[src/rtl/stopwatch_cmd_pkg.sv]
// Shared constants and types for the stopwatch command decoder.
// ASCII command characters, FSM state encoding, decoded command type
// and small helpers shared by the classifier and the top level.
package stopwatch_cmd_pkg;

  localparam logic [7:0] ASCII_R = 8'h52;
  localparam logic [7:0] ASCII_S = 8'h53;
  localparam logic [7:0] ASCII_C = 8'h43;
  localparam logic [7:0] ASCII_T = 8'h54;
  localparam logic [7:0] ASCII_Q = 8'h3F;

  typedef enum logic [1:0] {
    ST_IDLE     = 2'd0,
    ST_DECODE   = 2'd1,
    ST_ISSUE    = 2'd2,
    ST_ACK_WAIT = 2'd3
  } state_t;

  typedef enum logic [2:0] {
    CMD_RUN    = 3'd0,
    CMD_STOP   = 3'd1,
    CMD_CLEAR  = 3'd2,
    CMD_TOGGLE = 3'd3,
    CMD_ERR    = 3'd4
  } cmd_t;

  // Lowercase a-z become uppercase by clearing bit 5; everything else is untouched.
  function automatic logic [7:0] fold_upper(input logic [7:0] b);
    logic [7:0] r;
    if ((b >= 8'h61) && (b <= 8'h7A)) begin
      r = b & 8'hDF;
    end else begin
      r = b;
    end
    return r;
  endfunction

  // Pulse vector {err, clear, stop, run} for a resolved command.
  function automatic logic [3:0] cmd_pulse(input cmd_t c);
    logic [3:0] r;
    case (c)
      CMD_RUN:   r = 4'b0001;
      CMD_STOP:  r = 4'b0010;
      CMD_CLEAR: r = 4'b0100;
      CMD_ERR:   r = 4'b1000;
      default:   r = 4'b0000;
    endcase
    return r;
  endfunction

endpackage

[src/rtl/stopwatch_cmd_decoder_classify.sv]
// Combinational byte classifier: received byte -> command type.
// Kept separate so a TX-side status formatter can reuse the same decode.
module uart_cmd_classify
  import stopwatch_cmd_pkg::*;
#(
  parameter bit         CASE_FOLD   = 1'b1,
  parameter logic [7:0] CHAR_RUN    = ASCII_R,
  parameter logic [7:0] CHAR_STOP   = ASCII_S,
  parameter logic [7:0] CHAR_CLEAR  = ASCII_C,
  parameter logic [7:0] CHAR_TOGGLE = ASCII_T
) (
  input  logic [7:0] data,
  output cmd_t       cmd
);

  logic [7:0] key_s;

  // Optionally fold lowercase letters onto uppercase before matching.
  always_comb begin
    if (CASE_FOLD) begin
      key_s = fold_upper(data);
    end else begin
      key_s = data;
    end
  end

  // Match the key against the configured command characters.
  always_comb begin
    cmd = CMD_ERR;
    if (key_s == CHAR_RUN) begin
      cmd = CMD_RUN;
    end else if (key_s == CHAR_STOP) begin
      cmd = CMD_STOP;
    end else if (key_s == CHAR_CLEAR) begin
      cmd = CMD_CLEAR;
    end else if (key_s == CHAR_TOGGLE) begin
      cmd = CMD_TOGGLE;
    end else begin
      cmd = CMD_ERR;
    end
  end

endmodule

[src/rtl/stopwatch_cmd_decoder.sv]
// Stopwatch command decoder: turns UART bytes into one-cycle run/stop/clear
// pulses, merges debounced button pulses (buttons always win a collision),
// buffers one extra byte while busy and flags dropped bytes.
// Build option: define STOPWATCH_CMD_ACK_EN to echo each byte (or '?' for an
// unrecognised one) back through the UART TX once it is idle.
module stopwatch_cmd_decoder
  import stopwatch_cmd_pkg::*;
#(
  parameter logic [7:0] CHAR_RUN    = ASCII_R,
  parameter logic [7:0] CHAR_STOP   = ASCII_S,
  parameter logic [7:0] CHAR_CLEAR  = ASCII_C,
  parameter logic [7:0] CHAR_TOGGLE = ASCII_T,
  parameter bit         CASE_FOLD   = 1'b1,
  parameter logic [7:0] NAK_CHAR    = ASCII_Q
) (
  input  logic       clk,
  input  logic       rst,
  input  logic [7:0] i_rx_data,
  input  logic       i_rx_done,
  input  logic       i_btn_run,
  input  logic       i_btn_stop,
  input  logic       i_btn_clear,
  input  logic       i_run_state,
  input  logic       i_tx_busy,
  output logic       o_run,
  output logic       o_stop,
  output logic       o_clear,
  output logic       o_cmd_err,
  output logic       o_overrun,
  output logic       o_tx_start,
  output logic [7:0] o_tx_data
);

`ifdef STOPWATCH_CMD_ACK_EN
  localparam state_t ST_AFTER_ISSUE = ST_ACK_WAIT;
`else
  localparam state_t ST_AFTER_ISSUE = ST_IDLE;
`endif

  state_t     state_r, state_nxt_s;
  logic [7:0] byte_r, byte_nxt_s;
  logic       pend_valid_r, pend_valid_nxt_s;
  logic [7:0] pend_data_r, pend_data_nxt_s;
  cmd_t       cmd_r, cmd_nxt_s;
  logic       issued_r, issued_nxt_s;
  logic [3:0] pulse_r, pulse_nxt_s;   // {err, clear, stop, run}
  logic [3:0] btn_pulse_s, uart_pulse_s;
  logic       btn_any_s;
  logic       ovr_r, ovr_nxt_s;
  logic       tx_start_r, tx_start_nxt_s;
  logic [7:0] tx_data_r, tx_data_nxt_s;
  cmd_t       class_s, resolved_s;

  uart_cmd_classify #(
    .CASE_FOLD  (CASE_FOLD),
    .CHAR_RUN   (CHAR_RUN),
    .CHAR_STOP  (CHAR_STOP),
    .CHAR_CLEAR (CHAR_CLEAR),
    .CHAR_TOGGLE(CHAR_TOGGLE)
  ) u_classify (
    .data(byte_r),
    .cmd (class_s)
  );

  // Toggle becomes stop or run depending on the live run status.
  always_comb begin
    resolved_s = class_s;
    if (class_s == CMD_TOGGLE) begin
      resolved_s = i_run_state ? CMD_STOP : CMD_RUN;
    end else begin
      resolved_s = class_s;
    end
  end

  // Button arbitration: clear beats stop beats run, only one pulse.
  always_comb begin
    btn_pulse_s = 4'b0000;
    if (i_btn_clear) begin
      btn_pulse_s = 4'b0100;
    end else if (i_btn_stop) begin
      btn_pulse_s = 4'b0010;
    end else if (i_btn_run) begin
      btn_pulse_s = 4'b0001;
    end else begin
      btn_pulse_s = 4'b0000;
    end
  end

  assign btn_any_s   = i_btn_run | i_btn_stop | i_btn_clear;
  assign pulse_nxt_s = btn_any_s ? btn_pulse_s : uart_pulse_s;

  // Next-state logic: byte intake, pending buffer, issue deferral and ack.
  always_comb begin
    state_nxt_s      = state_r;
    byte_nxt_s       = byte_r;
    pend_valid_nxt_s = pend_valid_r;
    pend_data_nxt_s  = pend_data_r;
    cmd_nxt_s        = cmd_r;
    issued_nxt_s     = issued_r;
    uart_pulse_s     = 4'b0000;
    ovr_nxt_s        = 1'b0;
    tx_start_nxt_s   = 1'b0;
    tx_data_nxt_s    = tx_data_r;

    if (i_rx_done && (state_r != ST_IDLE)) begin
      if (pend_valid_r) begin
        ovr_nxt_s = 1'b1;
      end else begin
        pend_valid_nxt_s = 1'b1;
        pend_data_nxt_s  = i_rx_data;
      end
    end else begin
      ovr_nxt_s = 1'b0;
    end

    case (state_r)
      ST_IDLE: begin
        if (pend_valid_r) begin
          // Older buffered byte goes first; a byte arriving now refills the buffer.
          byte_nxt_s       = pend_data_r;
          pend_valid_nxt_s = i_rx_done;
          pend_data_nxt_s  = i_rx_done ? i_rx_data : pend_data_r;
          state_nxt_s      = ST_DECODE;
        end else if (i_rx_done) begin
          byte_nxt_s  = i_rx_data;
          state_nxt_s = ST_DECODE;
        end else begin
          state_nxt_s = ST_IDLE;
        end
      end
      ST_DECODE: begin
        cmd_nxt_s = resolved_s;
        if (btn_any_s) begin
          issued_nxt_s = 1'b0;
        end else begin
          uart_pulse_s = cmd_pulse(resolved_s);
          issued_nxt_s = 1'b1;
        end
        state_nxt_s = ST_ISSUE;
      end
      ST_ISSUE: begin
        if (issued_r) begin
          state_nxt_s = ST_AFTER_ISSUE;
        end else if (btn_any_s) begin
          state_nxt_s = ST_ISSUE;
        end else begin
          uart_pulse_s = cmd_pulse(cmd_r);
          issued_nxt_s = 1'b1;
          state_nxt_s  = ST_ISSUE;
        end
      end
      ST_ACK_WAIT: begin
`ifdef STOPWATCH_CMD_ACK_EN
        if (!i_tx_busy) begin
          tx_start_nxt_s = 1'b1;
          tx_data_nxt_s  = (cmd_r == CMD_ERR) ? NAK_CHAR : byte_r;
          state_nxt_s    = ST_IDLE;
        end else begin
          state_nxt_s = ST_ACK_WAIT;
        end
`else
        state_nxt_s = ST_IDLE;
`endif
      end
      default: begin
        state_nxt_s = ST_IDLE;
      end
    endcase
  end

`ifndef STOPWATCH_CMD_ACK_EN
  logic unused_ok_s;
  assign unused_ok_s = ^{i_tx_busy, NAK_CHAR};
`endif

  // State and output registers with synchronous active-low reset.
  always_ff @(posedge clk) begin
    if (!rst) begin
      state_r      <= ST_IDLE;
      byte_r       <= 8'h00;
      pend_valid_r <= 1'b0;
      pend_data_r  <= 8'h00;
      cmd_r        <= CMD_ERR;
      issued_r     <= 1'b0;
      pulse_r      <= 4'b0000;
      ovr_r        <= 1'b0;
      tx_start_r   <= 1'b0;
      tx_data_r    <= 8'h00;
    end else begin
      state_r      <= state_nxt_s;
      byte_r       <= byte_nxt_s;
      pend_valid_r <= pend_valid_nxt_s;
      pend_data_r  <= pend_data_nxt_s;
      cmd_r        <= cmd_nxt_s;
      issued_r     <= issued_nxt_s;
      pulse_r      <= pulse_nxt_s;
      ovr_r        <= ovr_nxt_s;
      tx_start_r   <= tx_start_nxt_s;
      tx_data_r    <= tx_data_nxt_s;
    end
  end

  assign o_run      = pulse_r[0];
  assign o_stop     = pulse_r[1];
  assign o_clear    = pulse_r[2];
  assign o_cmd_err  = pulse_r[3];
  assign o_overrun  = ovr_r;
  assign o_tx_start = tx_start_r;
  assign o_tx_data  = tx_data_r;

endmodule
[config.mk]
export PLATFORM = sky130hd
export DESIGN_NAME = stopwatch_cmd_decoder
export DESIGN_NICKNAME = d
export VERILOG_FILES = /design/src/rtl/stopwatch_cmd_pkg.sv /design/src/rtl/stopwatch_cmd_decoder_classify.sv /design/src/rtl/stopwatch_cmd_decoder.sv
export SDC_FILE = /design/constraint.sdc
export NUM_CORES = 1
export LEC_CHECK = 0
export ABC_AREA = 1
export ABC_CLOCK_PERIOD_IN_PS = 1400
export CELL_PAD_IN_SITES_DETAIL_PLACEMENT = 1
export CELL_PAD_IN_SITES_GLOBAL_PLACEMENT = 1
export CORE_UTILIZATION = 33
export DETAILED_ROUTE_END_ITERATION = 8
export GPL_TIMING_DRIVEN = 0
export HOLD_SLACK_MARGIN = 0.05
export PLACE_DENSITY_LB_ADDON = 0.1
export SLEW_MARGIN = 20
export SYNTH_ARGS = -nofsm -noshare
export SYNTH_HDL_FRONTEND = slang
export SYNTH_SLANG_ARGS = --single-unit
[constraint.sdc]
create_clock -name clk -period 1.4 [get_ports clk]
set_clock_uncertainty 0.15 [all_clocks]
set_input_delay 0.28 -clock clk [delete_from_list [all_inputs] [get_ports clk]]
set_output_delay 0.28 -clock clk [all_outputs]
set_load 0.02 [all_outputs]
Word level (Yosys, flattened, before mapping)

Index checks and enable logic that the tools add are counted.

Output and inout bits: 14
Flip-flop bits (word level): 28
Logic and storage cells: 69
Input port bits: 16

Bitwise gates (word level): 2
Equal/unequal tests: 15
Mux-type cells: 32
Order comparisons: 2
Reductions and logical operators: 10

Operators by type and width:

| operator             | number |
|---|---|
| $mux W8              | 6 |
| $eq A8 B7 Y1 const B | 4 |
| $pmux W4 S4          | 2 |
| $mux W3              | 6 |
| $mux W1              | 10 |
| $eq A3 B2 Y1 const B | 3 |
| $ge A8 B7 Y1 const B | 1 |
| $le A8 B7 Y1 const B | 1 |
| $mux W4              | 2 |
| $pmux W2 S4          | 1 |
| $pmux W4 S2          | 1 |
| $eq A3 B1 Y1 const B | 2 |
| $eq A3 B3 Y1 const B | 2 |
| $logic_not A3 Y1     | 2 |
| $mux W6              | 1 |
| $reduce_bool A2 Y1   | 3 |
| $eq A2 B2 Y1 const B | 2 |
| $mux W2              | 2 |
| $reduce_and A2 Y1    | 2 |
| $ne A3 B3 Y1 const B | 1 |
| $eq A2 B1 Y1 const B | 1 |
| $logic_and A1 B1 Y1  | 2 |
| $logic_not A2 Y1     | 1 |
| $or A1 B1 Y1         | 2 |
| $pmux W1 S2          | 1 |

Longest topological paths before layout

Gate-level depths: netlist of the first run.

Depth after elaboration: 14
Gate-level depth with buffers: 12
Gate-level depth less buffers: 12

Hierarchy

A second synthesis of the first run with hierarchy kept.

Cells, all modules: 222
Area, all modules: 1,503.9 µm²

Modules (own cells, without submodules):

| module                | area an instance (µm²) | times used | cells an instance | seq. area each (µm²) |
|---|---|---|---|---|
| stopwatch_cmd_decoder | 1,368.8                | 1          | 191               | 560.5 |
| uart_cmd_classify     | 135.1                  | 1          | 31                | 0.0 |

Worst setup path before layout of the first run

No wires, ideal clock.

Kind: register to register
From: reg state_r[1]
To: reg pend_data_r[0]
Setup slack: -139 ps
Arrival: 1,294 ps
Library setup time: 95 ps
Data required time: 1,155 ps
Cell stages (with the launch flop): 7
Buffers on the path: 1
Path through: dfxtp_1 -> inv_1 -> ha_1 -> buf_2 -> inv_1 -> o21ai_2 -> a221oi_1

Cells in the longest elaborated chain, start to end: 5
Elaborated cells on any way between the ends: 7
Classes of those cells: eq/ne (1); mux (3); reduce/logical (3)

Ends and longest elaborated chain:

| element                | RTL line                     | source |
|---|---|---|
| from (decl)            | stopwatch_cmd_decoder.sv:40  | `state_t state_r, state_nxt_s;` |
| from (signal assigned) | stopwatch_cmd_decoder.sv:190 | `state_r <= state_nxt_s;` |
| $reduce_bool A2 Y1     | stopwatch_cmd_decoder.sv:105 | `if (i_rx_done && (state_r != ST_IDLE)) begin` |
| $logic_and A1 B1 Y1    | stopwatch_cmd_decoder.sv:105 |  |
| $mux W8                | stopwatch_cmd_decoder.sv:105 |  |
| $mux W8                | stopwatch_cmd_decoder.sv:118 | `if (pend_valid_r) begin` |
| $mux W8                | stopwatch_cmd_decoder.sv:116 | `case (state_r)` |
| to (signal assigned)   | stopwatch_cmd_decoder.sv:193 | `pend_data_r <= pend_data_nxt_s;` |
| to (decl)              | stopwatch_cmd_decoder.sv:43  | `logic [7:0] pend_data_r, pend_data_nxt_s;` |

Parallel ways exist; a longest one is shown, timed or not.
A chain may end at the register's enable or synchronous reset.

Worst setup path in the final report of the first run

From: reg byte_r[0]
To: reg pulse_r[0]

Cells in the longest elaborated chain, start to end: 14
Elaborated cells on any way between the ends: 21
Classes of those cells: order compare (2); eq/ne (8); mux (9); reduce/logical (2)

Ends and longest elaborated chain:

| element                                             | RTL line                             | source |
|---|---|---|
| from (decl)                                         | stopwatch_cmd_decoder.sv:41          | `logic [7:0] byte_r, byte_nxt_s;` |
| from (signal assigned)                              | stopwatch_cmd_decoder.sv:191         | `byte_r <= byte_nxt_s;` |
| $ge A8 B7 Y1 / $le A8 B7 Y1 (equally long branches) | stopwatch_cmd_pkg.sv:30              | `if ((b >= 8'h61) && (b <= 8'h7A)) begin` |
| $logic_and A1 B1 Y1                                 | stopwatch_cmd_pkg.sv:30              |  |
| $mux W6 (*)                                         | stopwatch_cmd_pkg.sv:30              |  |
| $eq A8 B7 Y1                                        | stopwatch_cmd_decoder_classify.sv:36 | `end else if (key_s == CHAR_TOGGLE) begin` |
| $mux W3                                             | stopwatch_cmd_decoder_classify.sv:36 |  |
| $mux W3                                             | stopwatch_cmd_decoder_classify.sv:34 | `end else if (key_s == CHAR_CLEAR) begin` |
| $mux W3                                             | stopwatch_cmd_decoder_classify.sv:32 | `end else if (key_s == CHAR_STOP) begin` |
| $mux W3 (*)                                         | stopwatch_cmd_decoder_classify.sv:30 | `if (key_s == CHAR_RUN) begin` |
| $eq A3 B2 Y1                                        | stopwatch_cmd_decoder.sv:68          | `if (class_s == CMD_TOGGLE) begin` |
| $mux W3 (*)                                         | stopwatch_cmd_decoder.sv:68          |  |
| $eq A3 B3 Y1, or another cell as far along          | stopwatch_cmd_pkg.sv:41              | `case (c)` |
| $pmux W4 S4 (*)                                     | stopwatch_cmd_pkg.sv:41              |  |
| $pmux W4 S2 (*)                                     | stopwatch_cmd_decoder.sv:116         |  |
| $mux W4 (*)                                         | stopwatch_cmd_decoder.sv:90          | `assign pulse_nxt_s = btn_any_s ? btn_pulse_s : uart_pulse_s;` |
| to (signal assigned)                                | stopwatch_cmd_decoder.sv:196         | `pulse_r <= pulse_nxt_s;` |
| to (decl)                                           | stopwatch_cmd_decoder.sv:46          | `logic [3:0] pulse_r, pulse_nxt_s;` |

Mark *: on every way between the ends. The rest lies on a longest branch, timed or not.

==> summary by stage, run 1 <==
Floorplan
The die is 69.2 µm wide. The initial core utilization is 34.3%. The floorplan step set the die height to 69.2 µm. The number of I/O pins is 30. The floorplan has 24 rows.

The area of the die is 0.00479 mm². The region available for standard cell placement spans 0.00435 mm².

Route
The routed layout has 1,539 vias. The number of routed nets with antenna violations is 0. The post-detailed-routing wire length is 4680 µm. The pre-antenna-repair detailed-routing pass consisted of 4 iterations.

The DRC violation total after the first TritonRoute iteration is 32. The DRC violation count after routing is 0. The number of vias per cell after detailed routing is 5.16.

The routed length per placed instance is 15.7 µm.

Clock tree
The clock-pin slew on the worst setup and hold paths is 0.10 ns. The number of buffers between clock root and the deepest sink is 2. TritonCTS built the clock tree. The number of clock sinks is 28. The number of buffers created by CTS is 3. For the worst-skew pair, the clock arrives at the later sink with an insertion delay of 0.27 ns. The number of levels the H-tree was split into is 1. The library cell used as clock root buffer is sky130_fd_sc_hd__clkbuf_8.

STA
The final count of pins violating max slew was 0. Subtracting the final worst setup slack from the clock period gives 1.53 ns. The count of endpoints failing hold in the final timing report came to 0. Based on the critical path, the design can be clocked at up to 0.654 GHz. Setup violations remaining at the end of the flow were counted as 23. The worst-case setup margin in the final layout is -0.128 ns. Setup repair after global routing could not meet its margin everywhere. Of the available clock period, the critical path in the final layout requires 109%.

Global routing
The via count of the first global-routing pass is 1,598. The wire length of the first global-routing pass is 7540 µm. The overall fraction of global-route tracks in use is 19.3%. Entering global routing, the biggest net connects 15 pins. Summed over all layers, the global routing overflow is 0. The initial antenna violation count is 0.

Cells and area
Measured on the finished design, the core utilization comes to 53.4%. After filler insertion, the fill cell instance count of the layout stands at 499. The synthesis-to-finish area growth is 56.0%. At the end of the flow, the number of nets in the layout was 267.

The total area of multi-input combinational cells is 0.00102 mm². The sequential cells in the finished layout cover a total of 584 µm². The number of antenna repair diodes is 0. The count of cells in the finished layout, fillers not included, comes to 298. Of the cells placed in the final design, the portion with a size suffix greater than 1 is 43.9%.

Yosys
Yosys mapped a number of flops with a built-in enable equal to 0. In the synthesized netlist the dominant register cell turns out to be sky130_fd_sc_hd__dfxtp_1. The number of synthesized register bits is 28. Synthesis instantiated 33 different standard cells from the library. The netlist area before placement is 0.00149 mm².

The number of instances in the synthesized netlist is 197. After synthesis, the share of flip-flops with an asynchronous set or reset is 0%. Ranked by total cell area, the synthesized netlist is headed by sky130_fd_sc_hd__dfxtp_1 (38%), sky130_fd_sc_hd__nand2_1 (8.1%), sky130_fd_sc_hd__inv_1 (6.5%).

The share of the yosys chip area belonging to registers is 37.6%. sky130_fd_sc_hd__nand2_1 is the most common cell in the netlist. The area share of the largest cell type after synthesis is 37.6%. The mean instance size in the synthesized netlist is 7.57 µm². The number of warnings reported in the yosys synthesis log is 0. The cell type with the highest aggregate area in the netlist is sky130_fd_sc_hd__dfxtp_1. By count the netlist is led by sky130_fd_sc_hd__nand2_1 (32), sky130_fd_sc_hd__dfxtp_1 (28), sky130_fd_sc_hd__inv_1 (26).

Worst setup path
The worst setup path is captured at a flop. The arrival time of the worst setup path is 1.60 ns. In this design, the stage delay of the slowest critical-path cell is 0.38 ns.

The critical path goes through nor2_4, nand2_2, a21oi_2, nand2_2, nand4_1, nand3_1, o21bai_1, nand2_1, nand2_1. The count of buffering cells on the critical path with inverters included is 0. Data on the critical path is required at its endpoint by 1.47 ns. The cell with the largest stage delay on the worst path is sky130_fd_sc_hd__dfxtp_4. STA classifies the critical path startpoint as a flop.

The cell type group with the largest total delay on the critical path is simple AND/OR/NAND/NOR gates. The start-to-end type of the worst setup path is reg2reg. Along the worst path, the maximum fanout reaches 4.

Status
The flow ran to the end, but the final reports show violations. The final reports fail on setup timing.

Power and ir drop
The switching share of power is 34.3%. The maximum vdd drop is 0.000482 V. The total power per unit cell area is 928 mW/mm². The fraction of power consumed by sequential logic is 44.5%. The cell leakage power is 0.964 nW. The clock network fraction of design power is 20.5%. The analysis attributes to net switching a power of 0.740 mW. The internal power consumption is 1.42 mW.

The part of the power in combinational logic is 35.0%.

Placed design
The placement-stage worst setup slack is -0.514 ns. Detailed placement ended at an HPWL of 3090 µm. Routability-driven placement finished with a final weighted congestion of 0.757. The number of placed instances with taps included is 275.

The number of buffer cells added on primary ports is 18.

Hold path
The min-delay analysis places its worst path in the category in2reg.

Job
The tool flagged a number of max-cap violations equal to 0.
-- sequential cells by signal (all words and copies together) (netlist names) --
register	flops
byte_r	8
cmd_r	3
issued_r	1
o_overrun	1
pend_data_r	8
pend_valid_r	1
pulse_r	4
state_r	2
-- final timing paths --
check	cells after the start	slack (ns)	from	end
worst max-delay path	9	-0.13	byte_r[0]$_SDFFE_PN0P_	pulse_r[0]$_SDFF_PN0_
worst min-delay path	2	0.25	i_btn_clear	pulse_r[2]$_SDFF_PN0_
worst max register to register	9	-0.13	byte_r[0]$_SDFFE_PN0P_	pulse_r[0]$_SDFF_PN0_
worst min register to register	2	0.34	pend_data_r[4]$_SDFFE_PN0P_	pend_data_r[4]$_SDFFE_PN0P_
-- through the flow --
stage	hold WS, ns	TNS, ns	area [µm²]	total power [mW]
detailed placement	0.317	-9.46	1770	1.40
finish	0.251	-1.49	2330	2.16
floorplan	0.263	-0.119	1530	1.25
global placement	0.305	-8.57	1770	1.37
global route	0.238	-3.01	2330	2.28
CTS	0.249	-1.22	2140	2.04
-- metal layers --
layer	global-route usage (%)	share of wire (%)	routed length (µm)
met1	22.9	42	1990
met2	36.6	55	2550
met3	2.18	1.8	86
met4	4.76	1.1	51
met5	0	0	0
-- placed cells by master (no fill, tap or decap), types with 2 or more instances in the layout --
| cell type | count |
|---|---|
| sky130_fd_sc_hd__nand2_1 | 27 |
| sky130_fd_sc_hd__buf_4 | 21 |
| sky130_fd_sc_hd__inv_1 | 19 |
| sky130_fd_sc_hd__dfxtp_1 | 19 |
| sky130_fd_sc_hd__clkdlybuf4s50_1 | 11 |
| sky130_fd_sc_hd__buf_6 | 9 |
| sky130_fd_sc_hd__o21ai_2 | 9 |
| sky130_fd_sc_hd__conb_1 | 9 |
| sky130_fd_sc_hd__a221oi_2 | 8 |
| sky130_fd_sc_hd__nand4_1 | 7 |
| sky130_fd_sc_hd__o21ai_1 | 7 |
| sky130_fd_sc_hd__a21oi_1 | 7 |
| sky130_fd_sc_hd__inv_2 | 6 |
| sky130_fd_sc_hd__nor2_4 | 6 |
| sky130_fd_sc_hd__nand3_1 | 5 |
| sky130_fd_sc_hd__nor2_1 | 5 |
| sky130_fd_sc_hd__dfxtp_4 | 5 |
| sky130_fd_sc_hd__dlygate4sd2_1 | 5 |
| sky130_fd_sc_hd__nand2_2 | 4 |
| sky130_fd_sc_hd__o21ai_0 | 4 |
| sky130_fd_sc_hd__a31oi_1 | 4 |
| sky130_fd_sc_hd__dfxtp_2 | 4 |
| sky130_fd_sc_hd__inv_4 | 3 |
| sky130_fd_sc_hd__clkbuf_2 | 3 |
| sky130_fd_sc_hd__nand2_4 | 3 |
| sky130_fd_sc_hd__a21oi_2 | 3 |
| sky130_fd_sc_hd__nand3_2 | 3 |
| sky130_fd_sc_hd__clkbuf_8 | 3 |
| sky130_fd_sc_hd__nor2_2 | 2 |
| sky130_fd_sc_hd__nor4_4 | 2 |
| sky130_fd_sc_hd__o32ai_1 | 2 |
| sky130_fd_sc_hd__o32ai_4 | 2 |
| sky130_fd_sc_hd__ha_4 | 2 |
| sky130_fd_sc_hd__clkdlybuf4s15_1 | 2 |
-- logic make-up after synthesis --
group	after synthesis	share of synthesized area [%]
buffers and inverters	45	13.9
adder cells (fa/ha/maj)	3	2.52
other	1	0.251
AO/OA/AOI/OAI	50	21.2
flip-flops	28	37.6
AND/OR/NAND/NOR	70	24.5
-- repair_timing --
action	in CTS	in global routing
hold buffers	0	0
buffers inserted	15	5
pin swaps	17	18
gates resized for setup	81	43
setup endpoints to repair	33	25
-- power groups by stage --
stage	clock network, mW	registers [mW]	logic, mW
finish	0.442	0.962	0.756
floorplan	0	0.933	0.322
CTS	0.455	0.947	0.635
detailed placement	0	0.943	0.458
global route	0.490	0.970	0.815
global placement	0	0.936	0.439
-- area by class of cell --
class	count	area share, %
clock buffer	3	1.77
tap	52	2.80
buffer	14	4.89
multi-input combinational	132	44.0
sequential	28	25.1
inverter	31	6.24
timing repair buffer	38	15.2
(Power assumes the default switching activity.)
==> run 2, diff against run 1 <==
ABC_AREA = not set   (was 1)
CORE_UTILIZATION = 34   (was 33)
MAX_ROUTING_LAYER = met4   (was not set)
==> run 2 against run 1 <==
The flow still finishes with violations (setup timing). Count of clock-buffer cells in the layout did not move. Utilization fell by 4.6 points. Sequential power fell by 14%. Non-clock buffer count fell by 13. Clock power fell by 4%. Worst hold slack got worse by 0.082 ns. Register-to-register slack improved by 0.11 ns. Die area fell by 12%. Wire length fell by 33%. Cell area fell by 21%. Critical path type unchanged. Largest cell class unchanged. Largest power group unchanged.
==> summary by stage, run 2 <==
Cells and area
The number of standard cells in the layout, taps in and fillers out is 222. From synthesis to final layout, the design area changed by 35.1%. The number of antenna repair diodes is 0. The most common cell after layout, fill and taps aside is sky130_fd_sc_hd__dfxtp_1. In the final design database the tool counted 195 nets. The largest registers in the layout are byte_r (7), pend_data_r (7), pulse_r (4). The final design utilization is 48.9%.

The fraction of layout cells with a size suffix above 1 is 26.4%. In the layout the commonest cells are sky130_fd_sc_hd__dfxtp_1 (23), sky130_fd_sc_hd__buf_4 (15), sky130_fd_sc_hd__mux2i_1 (15).

Worst setup path
The required arrival time at the worst endpoint is 1.42 ns. The maximum single-stage delay on the critical path is 0.35 ns. STA classifies the critical path startpoint as a flop. In this run the worst setup path begins at state_r[1]$_SDFF_PN0_. The largest fanout on the critical path is 7. The kind of cell with the highest combined delay along the critical path is flip-flops. The cell with the largest stage delay on the worst path is sky130_fd_sc_hd__dfxtp_2.

The critical path contains buffers and inverters numbering 3 combined. Counting cells, the worst reg-to-reg path comes to 6. The reg-to-reg endpoint is byte_r[1]$_SDFFE_PN0P_. The signal on the critical path passes through inv_2, ha_4, o21a_1, buf_6, clkbuf_16, o211a_1. In this run the register-to-register setup slack is -0.02 ns. The reg-to-reg startpoint is state_r[1]$_SDFF_PN0_. At the worst endpoint, the arrival time is 1.44 ns. The critical path endpoint category is a flop. The critical path in this run is classified as reg2reg.

STA
The final count of pins violating max slew was 0. Summed over all failing endpoints, the final setup total negative slack is -0.0751 ns. The count of endpoints failing hold in the final timing report was 0. The final period demand of the worst path is 1.42 ns. Setup violations remaining at the end of the flow were counted as 7. Derived from the worst setup path, the maximum achievable clock frequency is 0.704 GHz.

After layout, the worst path uses 102% of the clock period. Once routing completed, OpenROAD measured the worst setup slack at -0.0212 ns. The worst hold slack is 0.169 ns.

Setup repair after global routing could not meet its margin everywhere.

Yosys
The number of synthesized register bits is 26. For this run, asynchronously set or reset flops after synthesis account for 0%. The synthesized design spends more area on one cell type than any other, namely sky130_fd_sc_hd__dfxtp_1. Synthesis produced a netlist whose cell count is 139. The share of the yosys chip area belonging to registers is 38.4%. By count the netlist is led by sky130_fd_sc_hd__dfxtp_1 (26), sky130_fd_sc_hd__mux2i_1 (15), sky130_fd_sc_hd__nand2_1 (15). Among all flip-flop cells after synthesis, the most frequent one is sky130_fd_sc_hd__dfxtp_1.

In the post-synthesis netlist, the cell with the most instances is sky130_fd_sc_hd__dfxtp_1. The count of flip-flops with a built-in enable after synthesis is 0. Summed over its instances, the top area cell type makes up 38.4% of the synthesized netlist area. Counting distinct cell types in the post-synthesis netlist gives 36. The netlist area before placement is 0.00135 mm². Sorting the synthesized cells by area gives the leading types as sky130_fd_sc_hd__dfxtp_1 (38%), sky130_fd_sc_hd__mux2i_1 (11%), sky130_fd_sc_hd__buf_4 (5.5%). Yosys printed 0 warnings. Dividing the synthesized area by the synthesized cell count gives 9.74 µm².

Power and ir drop
Summed over all cells, the static leakage comes to 0.818 nW. The total power per unit cell area is 911 mW/mm². IR analysis of the VDD net gives a maximum drop of 0.000348 V.

Clock tree
Clock tree synthesis found a total of 26 sinks. The clock tree from TritonCTS is built. The source-to-sink clock delay at the later pin of the worst-skew pair is 0.27 ns. In this run the number of H-tree levels came out at 1. The library cell used as clock root buffer is sky130_fd_sc_hd__clkbuf_8. Clock-pin slew was measured on the worst setup and hold paths at 0.09 ns. The quantity of hold-fixing buffers added after cts is 0. The number of buffers created by CTS is 3.

The number of buffers between clock root and the deepest sink is 2.

Global routing
The maximum number of pins on one net before global-route repair is 14. The first global-routing pass estimated 4880 µm of wire. Global routing used 16.0% of the available tracks across all layers. The sum of overflow across all layers after global routing is 0. The via count of the first global-routing pass came to 1,049. The initial antenna violation count is 0.

Floorplan
After floorplanning, the core was divided into 22 placement rows. The area of the die is 0.00424 mm². The number of I/O pins is 30. The floorplan step set the die width to 65.1 µm. After floorplanning, the core was sized to cover 0.00374 mm². The die height is 65.1 µm. The initial core utilization is 36.2%.

Status
The flow ran to the end, but the final reports show violations. The checks that failed: setup timing.

Placed design
The number of buffer cells added on primary ports is 17. Once detailed placement completed, the half-perimeter wirelength came to 2360 µm. The number of placed instances with taps included is 212. The placement-stage worst setup slack is -0.348 ns. The congestion estimate from routability-driven global placement came to 0.731.

Route
The final layout contains routed wiring with a total length of 3130 µm. Before antenna repair, the detailed router went through 2 iterations. The DRC violation total after the first TritonRoute iteration is 15.

The DRC violation count after routing is 0. The routed length per placed instance is 14.1 µm. The number of vias per cell after detailed routing is 4.86. The total number of vias is 1,079. The number of routed nets with antenna violations is 0.

Job
The tool flagged a number of max-cap violations equal to 0.

Hold path
In this run the most critical hold path is launched from rst. The worst hold path terminates at pend_data_r[7]$_SDFFE_PN0P_. The path category of the worst min-delay check is in2reg. The count of cells along the worst hold path is 2.
-- run 2: kinds of logic (layout without fill, tap and decap cells) --
kind of cell / count (synthesis) / count (layout) / share of synthesized area, %
adders and majority gates: 3 / 3 / 2.77
other: 1 / 9 / 0.277
DFF: 26 / 26 / 38.4
muxes: 15 / 15 / 11.1
and+or+nand+nor: 51 / 51 / 24.6
buffers and inverters: 21 / 48 / 10.5
AOI/OAI and AO/OA: 22 / 22 / 12.3
-- run 2: repair_timing --
| item | CTS | global route |
|---|---|---|
| endpoints found under the setup margin | 27 | 20 |
| pin swaps | 1 | 6 |
| cloned | 0 | 1 |
| gates resized for setup | 21 | 11 |
| buffers inserted | 2 | 4 |
-- run 2: area by class of cell --
| cell class | count | area (µm²) |
|---|---|---|
| fillers | 445 | 1910 |
| multi-input cells | 100 | 821 |
| flip-flops and latches | 26 | 524 |
| repair buffers | 24 | 238 |
| plain buffers | 15 | 120 |
| well taps | 48 | 60.1 |
| clock buffers | 3 | 41.3 |
| inverters | 6 | 25.0 |
-- run 2: stage by stage --
| stage | power (mW) | instance area [µm²] |
|---|---|---|
| 2_1_floorplan | 1.09 | 1390 |
| 3_3_place_gp | 1.18 | 1620 |
| 3_5_place_dp | 1.19 | 1620 |
| 4_1_cts | 1.64 | 1720 |
| 5_1_grt | 1.76 | 1830 |
| 6_report | 1.67 | 1830 |
-- run 2: worst max path at each step --
| stage | end | slack, ns | cells past startpoint |
|---|---|---|---|
| after global routing | pend_data_r[2]$_SDFFE_PN0P_ | -0.08 | 6 |
| final | byte_r[1]$_SDFFE_PN0P_ | -0.02 | 6 |
| after detailed placement | byte_r[4]$_SDFFE_PN0P_ | -0.35 | 5 |
| after floorplan | byte_r[0]$_SDFFE_PN0P_ | 0.002 | 6 |
| after global placement | byte_r[2]$_SDFFE_PN0P_ | -0.33 | 5 |
| after CTS | pend_data_r[2]$_SDFFE_PN0P_ | -0.01 | 6 |
-- run 2: metal layers --
metal / vias to the layer above / GRT usage, % / share of wire, %
met3: 2 / 2.60 / 2.4
met1: 529 / 17.0 / 42
li1: 537 / - / -
met5: - / - / 0
met4: 0 / 6.52 / 0.67
met2: 11 / 29.3 / 55
-- run 2: where the power goes --
part           switching [mW]  internal (mW)
logic                   0.191          0.221
clock network           0.230          0.193
registers              0.0440          0.788
total                   0.465           1.20
==> run 3, diff against run 2 <==
ABC_CLOCK_PERIOD_IN_PS = 1550   (was 1400)
CORE_UTILIZATION = 37   (was 34)
clock period = 1.55 ns   (was 1.4 ns; I/O delays follow)
==> run 3 against run 2 <==
The flow now finishes without violations. Worst setup slack better by 0.094 ns. Cell count down 3.2%. Flip-flop and latch count unchanged. Largest cell class unchanged.
==> summary by stage, run 3 (synthesized netlist as in run 2, its figures left out) <==
Floorplan
The die height is 62.5 µm. The number of I/O pins is 30. The area of the die is 0.00391 mm².

The die extent in x is 62.5 µm. In this run the standard cell core region covers 0.00342 mm². The floorplan has 21 rows. The initial core utilization is 39.6%.

Global routing
The initial antenna violation count was 0. Entering global routing, the biggest net connects 15 pins. The overall fraction of global-route tracks in use is 17.6%.

The via count of the first global-routing pass is 1,117. The first global-routing pass estimated 5350 µm of wire. Global routing finished with a remaining overflow of 0.

STA
The routed design could run at a clock period as short as 1.48 ns. Setup repair after global routing left no endpoint under its margin. The final count of pins violating max slew is 0. The total negative slack for setup checks is 0 ns.

Timing would allow up to 0.677 GHz. The worst path uses 95.3% of the clock period. The count of endpoints failing hold in the final timing report came to 0. Setup violations remaining at the end of the flow were counted as 0.

Worst setup path
STA classifies the critical path endpoint as an output port. The start-to-end type of the worst setup path is reg2out. The reg-to-reg endpoint is pulse_r[2]$_SDFF_PN0_. In this run the number of cells on the critical path is 1. The internal reg-to-reg setup slack is 0.12 ns. The arrival time of the worst setup path is 1.02 ns. The startpoint type of the worst setup path is a flop. Following the worst setup path forward leads to its endpoint at o_cmd_err. Among cell families on the critical path, the largest total delay comes from flip-flops. The required arrival time at the worst endpoint is 1.09 ns.

In this design, the stage delay of the slowest critical-path cell is 0.34 ns. Traced cell by cell, the critical path runs through dlygate4sd2_1. For the worst flop-to-flop path, the logic depth is 6. The count of buffering cells on the critical path with inverters included is 1. The worst register-to-register path begins at state_r[1]$_SDFF_PN0_.

Among all stages on the critical path, the largest delay is contributed by sky130_fd_sc_hd__dfxtp_1. Of all nets on the critical path, the largest fanout is 1. The most critical setup path has its startpoint at pulse_r[3]$_SDFF_PP0_.

Power and ir drop
The cell leakage power is 0.767 nW. The internal portion of the total power is 1.02 mW. The switching share of power is 28.9%. The fraction of power consumed by sequential logic is 52.2%. Across the VDD grid, the largest voltage drop is 0.000411 V. For this design the ratio of total power to cell area is 846 mW/mm². Summed over all nets, the switching power comes to 0.415 mW. The part of the power in combinational logic is 22.5%.

The design draws 1.44 mW. The clock network burns 25.3% of the power.

Job
Across the run, the number of max-cap violations was 0.

Route
The total number of vias is 1,041. The DRC violation total after the first TritonRoute iteration is 24. The number of routed nets with antenna violations is 0. The DRC violation count after routing is 0. For this run, the detailed router's first-pass iteration total came to 3. The routed design has 3030 µm of wire. The routed length per placed instance is 14.1 µm.

After detailed routing, the number of vias per cell comes to 4.84.

Cells and area
The most common cell after layout, fill and taps aside is sky130_fd_sc_hd__dfxtp_1. The largest registers in the layout are byte_r (7), pend_data_r (7), pulse_r (4). The top cell types in the final layout, fill and taps aside, are sky130_fd_sc_hd__dfxtp_1 (24), sky130_fd_sc_hd__nand2_1 (15), sky130_fd_sc_hd__mux2i_1 (15).

0 antenna diodes ended up in the layout. The net total in the final layout is 189. Relative to the synthesized area, the layout overhead comes to 25.6%. The fraction of layout cells with a size suffix above 1 is 20.1%. Cells fill 49.8% of the core in the end.

Clock tree
Clock tree synthesis selected as its root buffer the cell sky130_fd_sc_hd__clkbuf_4. The number of buffers between clock root and the deepest sink is 2. The clock-pin slew on the worst setup and hold paths is 0.15 ns.

The later pin in the worst-skew pair is clocked with a latency of 0.34 ns. The number of levels the H-tree was split into is 1. The number of clock sinks is 26. The number of buffers created by CTS is 3. TritonCTS built the clock tree.

Placed design
The half-perimeter wire length after detailed placement is 2310 µm. The congestion estimate from routability-driven global placement came to 0.704. The number of buffer cells added on primary ports is 17.

Status
The flow ran to the end, and the final reports show no timing, DRC or antenna violations.

Hold path
The worst hold path belongs to the class in2reg.
-- run 3: metal layers --
metal	wire length, µm	global-route usage, %	up-vias
li1	-	-	525
met4	42	6.10	0
met1	1330	20.8	495
met5	0	-	-
met3	68	2.01	5
met2	1590	30.6	16
-- run 3: final cells by class --
type                       count  area (µm²)
inverter                       6        22.5
fill                         414        1720
timing repair buffer          18         171
multi-input combinational    100         769
sequential                    26         523
tap                           46        57.6
buffer                        15         120
clock buffer                   4        36.3
-- run 3: what timing repair did --
action | 4_1_cts | 5_1_grt
hold buffers | 0 | 0
gates resized for setup | 8 | 10
setup buffers | 0 | 1
endpoints found under the setup margin | 13 | 16
pin swaps | 1 | 2
-- run 3: how the worst min path moves through the flow --
stage | start | end | slack (ns) | cells past startpoint
floorplan | i_btn_clear | pulse_r[2]$_SDFF_PN0_ | 0.27 | 2
finish | rst | pend_data_r[0]$_SDFFE_PN0P_ | 0.12 | 2
global route | rst | cmd_r[0]$_SDFFE_PN0P_ | 0.12 | 2
CTS | rst | cmd_r[0]$_SDFFE_PN0P_ | 0.11 | 2
global placement | issued_r$_SDFFE_PN0P_ | issued_r$_SDFFE_PN0P_ | 0.31 | 2
detailed placement | issued_r$_SDFFE_PN0P_ | issued_r$_SDFFE_PN0P_ | 0.33 | 2
-- run 3: power groups by stage --
stage	clock, mW	combinational [mW]	sequential, mW
floorplan	0	0.221	0.756
detailed placement	0	0.311	0.763
finish	0.364	0.323	0.751
CTS	0.384	0.313	0.749
global placement	0	0.300	0.757
global route	0.403	0.358	0.758
-- run 3: per-stage QoR --
stage | hold slack (ns) | std cells | area [µm²] | setup WS [ns]
after global placement | 0.311 | 210 | 1610 | -0.214
after detailed placement | 0.334 | 210 | 1610 | -0.226
after floorplan | 0.267 | 147 | 1380 | 0.0700
after CTS | 0.110 | 214 | 1650 | 0.0114
final | 0.121 | 215 | 1700 | 0.0723
after global routing | 0.121 | 215 | 1700 | 0.00383
